`src/rtl/regfile_wb_arbiter_pkg.sv`:
```
// Shared core constants for the integer register-file writeback path.
// Holds the default data and index widths, the register count, and the
// fixed slot numbers of the writeback sources on the arbiter request vector.
package regfile_wb_arbiter_pkg;

    localparam int CORE_XLEN       = 32;
    localparam int CORE_ADDR_WIDTH = 5;
    localparam int CORE_NUM_REGS   = 2 ** CORE_ADDR_WIDTH;

    // Writeback source slots on req_valid / req_addr / req_data.
    localparam int WB_SRC_ALU = 0;
    localparam int WB_SRC_LSU = 1;
    localparam int WB_SRC_MDU = 2;
    localparam int NUM_WB_SRC = 3;

endpackage

```
`src/rtl/rr_arbiter.sv`:
```
// Generic N-way round-robin arbiter.
// The search for a grant starts at ptr_reg and wraps modulo N. The grant is
// combinational and is either one-hot or all-zero.
// After any grant, the pointer moves to the slot just past the winner.
// Every granted request is a transfer, because grant is only raised on a
// valid request.
//
// Ports:
//   clk       rising-edge clock
//   rst       synchronous active-high reset; clears the pointer and masks grants
//   req       per-requester request vector
//   grant     one-hot (or zero) grant, combinational
//   grant_idx binary index of the granted requester (valid when |grant)
module rr_arbiter #(
    parameter int N = 3
) (
    input  logic                 clk,
    input  logic                 rst,
    input  logic [N-1:0]         req,
    output logic [N-1:0]         grant,
    output logic [$clog2(N)-1:0] grant_idx
);

    localparam int PTR_W = $clog2(N);
    localparam logic [PTR_W:0] N_W = (PTR_W + 1)'(N);

    logic [PTR_W-1:0] ptr_reg;
    logic [PTR_W-1:0] ptr_next;

    // The sum is one bit wider than the pointer, so ptr+k cannot overflow.
    // The wrap is a compare-and-subtract because N need not be a power of two.
    always_comb begin
        logic [PTR_W:0] cand;
        logic           found;
        grant     = '0;
        grant_idx = '0;
        found     = 1'b0;
        cand      = '0;
        for (int k = 0; k < N; k++) begin
            cand = {1'b0, ptr_reg} + (PTR_W + 1)'(k);
            if (cand >= N_W) begin
                cand = cand - N_W;
            end
            if (!found && req[cand[PTR_W-1:0]]) begin
                found                  = 1'b1;
                grant[cand[PTR_W-1:0]] = 1'b1;
                grant_idx              = cand[PTR_W-1:0];
            end
        end
        if (rst) begin
            grant = '0;
        end
    end

    always_comb begin
        ptr_next = ptr_reg;
        if (|grant) begin
            if ({1'b0, grant_idx} == N_W - 1'b1) begin
                ptr_next = '0;
            end else begin
                ptr_next = grant_idx + 1'b1;
            end
        end
    end

    always_ff @(posedge clk) begin
        if (rst) begin
            ptr_reg <= '0;
        end else begin
            ptr_reg <= ptr_next;
        end
    end

endmodule

```
`src/rtl/regfile_wb_arbiter.sv`:
```
// Write-port controller for the integer register file.
// NUM_REQ writeback sources compete for the single write port through a
// valid/ready handshake. A round-robin arbiter grants one source per cycle.
// The winning write goes out one cycle later on a registered port.
// The block also keeps a busy scoreboard: issue sets a register's bit, and
// the commit edge of its write clears it.
//
// Ports:
//   clk, rst     clock and synchronous active-high reset
//   req_valid    per-source write request
//   req_addr     per-source destination, source i at [i*ADDR_WIDTH +: ADDR_WIDTH]
//   req_data     per-source data, source i at [i*XLEN +: XLEN]
//   req_ready    per-source grant, one-hot or zero, combinational
//   issue_valid  decode issued an instruction that has a destination
//   issue_rd     destination of that instruction
//   rf_we        registered write enable to the register file
//   rf_addr_rd   registered write index to the register file
//   rf_data_rd   registered write data to the register file
//   busy         scoreboard; bit r set means register r has a pending producer
module regfile_wb_arbiter
    import regfile_wb_arbiter_pkg::*;
#(
    parameter int XLEN       = CORE_XLEN,
    parameter int ADDR_WIDTH = CORE_ADDR_WIDTH,
    parameter int NUM_REQ    = NUM_WB_SRC
) (
    input  logic                          clk,
    input  logic                          rst,
    input  logic [NUM_REQ-1:0]            req_valid,
    input  logic [NUM_REQ*ADDR_WIDTH-1:0] req_addr,
    input  logic [NUM_REQ*XLEN-1:0]       req_data,
    output logic [NUM_REQ-1:0]            req_ready,
    input  logic                          issue_valid,
    input  logic [ADDR_WIDTH-1:0]         issue_rd,
    output logic                          rf_we,
    output logic [ADDR_WIDTH-1:0]         rf_addr_rd,
    output logic [XLEN-1:0]               rf_data_rd,
    output logic [2**ADDR_WIDTH-1:0]      busy
);

    localparam int NREGS = 2 ** ADDR_WIDTH;
    localparam int IDX_W = $clog2(NUM_REQ);

    logic [ADDR_WIDTH-1:0] addr_arr [NUM_REQ];
    logic [XLEN-1:0]       data_arr [NUM_REQ];
    logic [IDX_W-1:0]      grant_idx;
    logic [ADDR_WIDTH-1:0] sel_addr;
    logic [XLEN-1:0]       sel_data;

    logic                  rf_we_reg;
    logic [ADDR_WIDTH-1:0] rf_addr_reg;
    logic [XLEN-1:0]       rf_data_reg;
    logic [NREGS-1:0]      busy_reg;
    logic [NREGS-1:0]      busy_next;

    generate
        for (genvar gi = 0; gi < NUM_REQ; gi++) begin : g_unpack
            assign addr_arr[gi] = req_addr[gi*ADDR_WIDTH +: ADDR_WIDTH];
            assign data_arr[gi] = req_data[gi*XLEN +: XLEN];
        end
    endgenerate

    rr_arbiter #(
        .N(NUM_REQ)
    ) u_arb (
        .clk       (clk),
        .rst       (rst),
        .req       (req_valid),
        .grant     (req_ready),
        .grant_idx (grant_idx)
    );

    assign sel_addr = addr_arr[grant_idx];
    assign sel_data = data_arr[grant_idx];

    // Scoreboard update. The clear comes first, so a same-cycle issue to the
    // same index wins: a new producer is now in flight. Bit 0 never sets.
    always_comb begin
        busy_next = busy_reg;
        if (rf_we_reg) begin
            busy_next[rf_addr_reg] = 1'b0;
        end
        if (issue_valid && (issue_rd != '0)) begin
            busy_next[issue_rd] = 1'b1;
        end
        busy_next[0] = 1'b0;
    end

    always_ff @(posedge clk) begin
        if (rst) begin
            rf_we_reg   <= 1'b0;
            rf_addr_reg <= '0;
            rf_data_reg <= '0;
            busy_reg    <= '0;
        end else begin
            busy_reg <= busy_next;
            if (|req_ready) begin
                // An x0 write is granted and consumed, but it never reaches
                // the register file, so it cannot disturb the scoreboard.
                rf_we_reg   <= (sel_addr != '0);
                rf_addr_reg <= sel_addr;
                rf_data_reg <= sel_data;
            end else begin
                rf_we_reg <= 1'b0;
            end
        end
    end

    assign rf_we      = rf_we_reg;
    assign rf_addr_rd = rf_addr_reg;
    assign rf_data_rd = rf_data_reg;
    assign busy       = busy_reg;

endmodule

```
`config.mk`:
```
export PLATFORM = sky130hd
export DESIGN_NAME = regfile_wb_arbiter
export DESIGN_NICKNAME = d
export VERILOG_FILES = /design/src/rtl/regfile_wb_arbiter_pkg.sv /design/src/rtl/rr_arbiter.sv /design/src/rtl/regfile_wb_arbiter.sv
export SDC_FILE = /design/constraint.sdc
export NUM_CORES = 1
export LEC_CHECK = 0
export CORE_ASPECT_RATIO = 1.4
export CORE_MARGIN = 2
export CORE_UTILIZATION = 37
export CTS_CLUSTER_DIAMETER = 40
export DETAILED_ROUTE_END_ITERATION = 12
export PLACE_DENSITY = 0.77
export SLEW_MARGIN = 20
export SYNTH_ARGS = -nofsm -noshare
export SYNTH_HDL_FRONTEND = slang
export SYNTH_HIERARCHICAL = 1
export SYNTH_SLANG_ARGS = --single-unit
```
`constraint.sdc`:
```
create_clock -name clk -period 2.7 [get_ports clk]
set_clock_uncertainty 0.2 [all_clocks]
set_input_delay 0.54 -clock clk [delete_from_list [all_inputs] [get_ports clk]]
set_output_delay 0.54 -clock clk [all_outputs]
set_load 0.01 [all_outputs]
```
=== Word-level counts from Yosys, hierarchy flattened ===
Cells that the tools add are included.

* Register bits after elaboration: 72
* Input port bits: 122
* Word-level logic and storage cells: 85

* Add/sub/neg operators: 6
* Order comparisons: 14
* Equality and inequality tests: 1
* Mux-type cells: 37
* Bitwise logic cells: 7
* Reductions and logical operators: 14

{| class="wikitable"
|+ Operators with widths
! operator !! number
|-
| 32-bit 2-to-1 mux || 4
|-
| 32-bit binary-select mux with 2-bit select || 1
|-
| 32-bit bitwise AND || 1
|-
| 32-bit NOT || 1
|-
| 32-bit bitwise OR || 1
|-
| 2-bit 2-to-1 mux || 7
|-
| 5-bit by 6-bit < comparator with 1-bit output, second input constant || 2
|-
| 3-bit 2-to-1 mux || 4
|-
| 5-bit binary-select mux with 2-bit select || 1
|-
| 1-bit demux with 5-bit select || 2
|-
| 5-bit by 1-bit >= comparator with 1-bit output, second input constant || 2
|-
| 1-bit 2-to-1 mux || 10
|-
| 5-bit 2-to-1 mux || 2
|-
| 5-bit nonzero test || 2
|-
| 2-bit by 3-bit < comparator with 1-bit output, second input constant || 3
|-
| 1-bit logical AND || 8
|-
| 1-bit binary-select mux with 2-bit select || 3
|-
| 1-bit demux with 2-bit select || 3
|-
| 2-bit by 1-bit >= comparator with 1-bit output, second input constant || 3
|-
| 3-bit by 2-bit >= comparator with 1-bit output, second input constant || 2
|-
| 3-bit bitwise OR || 2
|-
| 2-bit subtractor, second input constant || 3
|-
| 2-bit by 1-bit adder with 3-bit output, second input constant || 1
|-
| 2-bit by 2-bit adder with 3-bit output, second input constant || 1
|-
| other kinds (9) || 10
|}

=== Depth between registers and ports, before layout ===
* Depth in word-level cells: 16
* Gate-level depth with buffers: 12
* Mapped depth without buffers: 10

=== Hierarchy ===
The synthesis kept the hierarchy.

{| class="wikitable"
|+ Modules (own cells, without submodules)
! module !! times used !! cells each !! area each (µm²)
|-
| regfile_wb_arbiter || 1 || 411 || 3488.3
|-
| rr_arbiter || 1 || 50 || 409.1
|}

=== Worst setup path before layout ===
No wires, ideal clock.

* Path type: reg2reg
* From: register u_arb.ptr_reg[0]
* To: register rf_addr_reg[0] (netlist: rf_addr_rd[0])
* Library setup time: 0.128 ns
* Arrival time: 2.317 ns
* Slack: 0.055 ns
* Cell stages (with the launch flop): 12
* Path buffers: 2
* Clock period less this slack: 2.645 ns
* Path through: dfxtp_1 inv_1 ha_1 inv_2 nor4b_2 o311ai_1 a221oi_2 or3_1 buf_6 buf_6 mux2i_1 nor2_1

* Elaborated cells between the ends (all ways): 52
* Those cells by class: add/sub: 5; order compare: 9; mux: 27; bitwise: 3; reduce/logical: 8

{| class="wikitable"
|+ RTL lines
! item !! RTL line !! text
|-
| from (decl) || rr_arbiter.sv:27 || <nowiki>logic [PTR_W-1:0] ptr_reg;</nowiki>
|-
| from (signal assigned) || rr_arbiter.sv:70 || <nowiki>ptr_reg <= ptr_next;</nowiki>
|-
| 2-bit by 1-bit adder with 3-bit output (tied with other cells) || rr_arbiter.sv:40 || <nowiki>cand = {1'b0, ptr_reg} + (PTR_W + 1)'(k);</nowiki>
|-
| 3-bit by 2-bit >= comparator with 1-bit output (tied with other cells) || rr_arbiter.sv:41 || <nowiki>if (cand >= N_W) begin</nowiki>
|-
| 2-bit 2-to-1 mux (tied with other cells) || rr_arbiter.sv:41 ||
|-
| 2-bit by 3-bit < comparator with 1-bit output (not written as such) (tied with other cells) || rr_arbiter.sv:46 || <nowiki>grant[cand[PTR_W-1:0]] = 1'b1;</nowiki>
|-
| 1-bit logical AND (not written as such) (tied with other cells) || rr_arbiter.sv:46 ||
|-
| 1-bit 2-to-1 mux (not written as such) (tied with other cells) || rr_arbiter.sv:46 ||
|-
| 1-bit demux with 2-bit select (tied with other cells) || -- ||
|-
| 3-bit bitwise OR (no source line) / 1-bit 2-to-1 mux (equally long branches) || -- ||
|-
| 3-bit 2-to-1 mux / 1-bit logical NOT (equally long branches) || rr_arbiter.sv:44 || <nowiki>if (!found && req[cand[PTR_W-1:0]]) begin</nowiki>
|-
| 3-bit bitwise OR (no source line) / 1-bit logical AND (equally long branches) || -- ||
|-
| 3-bit 2-to-1 mux (*) || rr_arbiter.sv:44 ||
|-
| 3-bit 2-to-1 mux (*) || rr_arbiter.sv:50 || <nowiki>if (rst) begin</nowiki>
|-
| via req_ready[0] || regfile_wb_arbiter.sv:32 || <nowiki>output logic [NUM_REQ-1:0] req_ready,</nowiki>
|-
| 3-bit OR reduction (*) || regfile_wb_arbiter.sv:97 || <nowiki>if (|req_ready) begin</nowiki>
|-
| to (signal assigned) || regfile_wb_arbiter.sv:101 || <nowiki>rf_addr_reg <= sel_addr;</nowiki>
|-
| to (decl) || regfile_wb_arbiter.sv:51 || <nowiki>logic [ADDR_WIDTH-1:0] rf_addr_reg;</nowiki>
|}

The timed path passes the listed nets; every way through them passes the cells marked *. The select of a mux whose other input is x is not followed.
A chain may end at the register's enable or synchronous reset.

=== Worst setup path in the final report ===
* From: input req_valid[2]
* To: output req_ready[2]

* Cells in the longest elaborated chain, start to end: 10
* Elaborated cells between the ends (all ways): 18
* Those cells by class: mux: 12; bitwise: 2; reduce/logical: 4

{| class="wikitable"
|+ RTL lines
! item !! RTL line !! text
|-
| from (decl) || regfile_wb_arbiter.sv:29 || <nowiki>input logic [NUM_REQ-1:0] req_valid,</nowiki>
|-
| 1-bit binary-select mux with 2-bit select || rr_arbiter.sv:44 ||
|-
| 1-bit 2-to-1 mux (not written as such) || rr_arbiter.sv:44 ||
|-
| 1-bit 2-to-1 mux || rr_arbiter.sv:44 ||
|-
| 1-bit logical NOT || rr_arbiter.sv:44 ||
|-
| 1-bit logical AND || rr_arbiter.sv:44 ||
|-
| 1-bit 2-to-1 mux || rr_arbiter.sv:44 ||
|-
| 1-bit logical NOT || rr_arbiter.sv:44 ||
|-
| 1-bit logical AND || rr_arbiter.sv:44 ||
|-
| 3-bit 2-to-1 mux (*) || rr_arbiter.sv:44 ||
|-
| 3-bit 2-to-1 mux (*) || rr_arbiter.sv:50 ||
|-
| to (decl) || regfile_wb_arbiter.sv:32 ||
|}

Mark *: on every way between the ends. The rest lies on a longest branch, timed or not. The select of a mux whose other input is x is not followed.

==> out/metrics.yaml <==
run_status:
  status: "complete, but fails checks"
  violations: "setup timing"
cts:
  postCtsHoldBufs: 0
  cts_tree: "yes"
  htreeDepth: 3
  clk_latency_ps: 320
  cts_sinks: 71
  cts_made_buffers: 9
  ctsRootBufferMaster: "clkbuf_16"
  cts_max_path_buffers: 2
  path_clk_slew_ps: 50
placed_design:
  io_buffers: 193
  place.gp.congestion: 0.893
  placed_area_um2: 5940
  hpwlAfterDp_um: 9790
  dp.cells: 788
  dp_slack_ps: -567
floorplan:
  num_rows: 44
  fp.dieH_um: 125
  die_w_um: 90.7
  initial_core_util: 0.379
  dieArea_um2: 11400
  io_pins: 195
  coreArea_um2: 10300
pwr:
  p_leak_nw: 2.37
  ir_drop_mv: 0.694
  fin_total_pwr_mw: 6.08
  p_per_area_nw_per_um2: 933
sta:
  setup_violations: 2
  hold_viol: 0
  finalCritPeriodShare: 1.01
  slew_headroom: 0.509
  post-route-worst-setup-slack_ps: -19.6
  slew_violations: 0
  fin_crit_ps: 2720
  rsz0062_at_grt: "true"
  maxClockFrequency_mhz: 368
  tightest_slew_ps: 736
setup_path:
  critical_path_class: "input pin to output port"
  endpoint_kind: "output port"
  start_kind: "input pin"
  cp.required_ps: 1960
  critPathMaxFanout: 7
  arrival_ps: 1980
yosys:
  syn_area_per_cell_um2: 8.45
  synthTopCellsByArea: "dfxtp_1 (36%), mux2i_1 (11%), a21oi_1 (8.7%)"
  netlist_instances: 461
  ys_ff_latch: 71
  synth_edf_count: 0
  syn_nets: 587
  synth_largest_area_cell: "dfxtp_1"
  synthTopCellsByCount: "nor2_1 (75), dfxtp_1 (71), a21oi_1 (68)"
  yosysTopAreaCellShare: 0.365
  synth_cell_types: 45
  ys.flop_type: "dfxtp_1"
  yosysMostFrequentCell: "nor2_1"
  synth_area_um2: 3900
  async_reset_ff_frac: 0
  ys.warnings.count: 6
  seq_area_frac_synth: 0.365
global_route:
  grt.total_usage: 0.230
  overflow: 0
  grt_max_degree: 72
  grt_pass1_wl_um: 21200
  grt_pass1_vias: 4402
  antenna_found_initial: 0
routing:
  firstDrtPassIters: 4
  ant_nets: 0
  wl_per_cell_um: 16.6
  wl_um: 13500
  vias: 4338
  drc: 0
  viasPerCell: 5.34
  drt_iter0_markers: 234
min_path:
  hold_path.class: "flip-flop to flip-flop"
layout:
  largest_reg_flops: 32
  stdcell_count: 813
  n_antenna_cell: 0
  layout-drive-gt1-share: 0.150
  utilization: 0.633
  area_growth_pct: 67.2
  fin_nets: 797
  design_area_um2: 6520
run:
  maxCapViolCount: 0
repair_timing:
item,4_1_cts,5_1_grt
endpoints found under the setup margin,41,41
gates cloned,1,0
buffers inserted,7,2
pin swaps,10,6
gates resized for setup,42,27
power by group:
group	switching, mW	internal, mW	leakage (nW)	total (mW)
clock	0.412	0.706	0.135	1.12
sequential	0.210	1.29	0.583	1.50
combinational	1.72	1.74	1.65	3.46
worst paths after layout:
| kind | from | to | slack (ps) | cells past startpoint |
|---|---|---|---|---|
| setup / recovery | req_valid[2] | req_ready[2] | -20 | 6 |
| hold / removal | busy[31] | busy[31] | 270 | 2 |
| setup reg to reg | u_arb/ptr_reg[0] | rf_addr_rd[2] | 0 | 12 |
| hold reg to reg | busy[31] | busy[31] | 270 | 2 |
metal layers:
layer / up-vias / global-route usage / wire length, um
met5: - / 0 / 0
met4: 0 / 0.117 / 455
met3: 43 / 0.0657 / 927
met2: 219 / 0.417 / 7090
met1: 2008 / 0.238 / 5050
li1: 2068 / - / -
area by class of cell:
| class | count | area, um2 |
|---|---|---|
| tap | 138 | 173 |
| multi-input combinational | 353 | 2310 |
| fill | 864 | 3780 |
| inverter | 3 | 16.3 |
| sequential | 71 | 1430 |
| clock buffer | 11 | 233 |
| timing repair buffer | 233 | 2310 |
| clock inverter | 4 | 47.5 |
logic make-up (layout without fill, tap and decap cells):
group | Yosys count | after routing | share of synthesized area
AOI/OAI and AO/OA | 150 | 150 | 0.230
adders and majority gates | 4 | 4 | 0.0128
buffers and inverters | 37 | 251 | 0.0915
DFF | 71 | 71 | 0.365
muxes | 45 | 45 | 0.117
other | 1 | 1 | 0.000962
and+or+nand+nor | 153 | 153 | 0.183
cells in the final DEF, fill, tap and decap left out, drive strengths merged, types with 3 or more instances in the layout:
| cell type | instances |
|---|---|
| a211oi | 34 |
| a21oi | 68 |
| and3 | 3 |
| and3b | 3 |
| buf | 44 |
| clkbuf | 11 |
| clkdlybuf4s50 | 186 |
| dfxtp | 71 |
| dlygate4sd2 | 3 |
| ha | 4 |
| inv | 3 |
| mux2i | 44 |
| nand2 | 38 |
| nand2b | 3 |
| nand3 | 4 |
| nand3b | 8 |
| nor2 | 75 |
| nor2b | 4 |
| nor3b | 5 |
| o21ai | 36 |
| o2bb2ai | 4 |
critical path: stages:
cell	delay, ps
dlygate4sd2_1	400
mux2i_1	160
or2_4	260
a21o_1	180
a221oi_2	260
buf_2	180
per-stage QoR:
step / TNS, ps / hold slack (ps)
after floorplan: 0 / 285
after global placement: -15510 / 260
after detailed placement: -21690 / 267
after CTS: -97.5 / 274
after global routing: -3170 / 303
final: -27.4 / 273
Note: power is estimated with default switching activity, not from simulation.
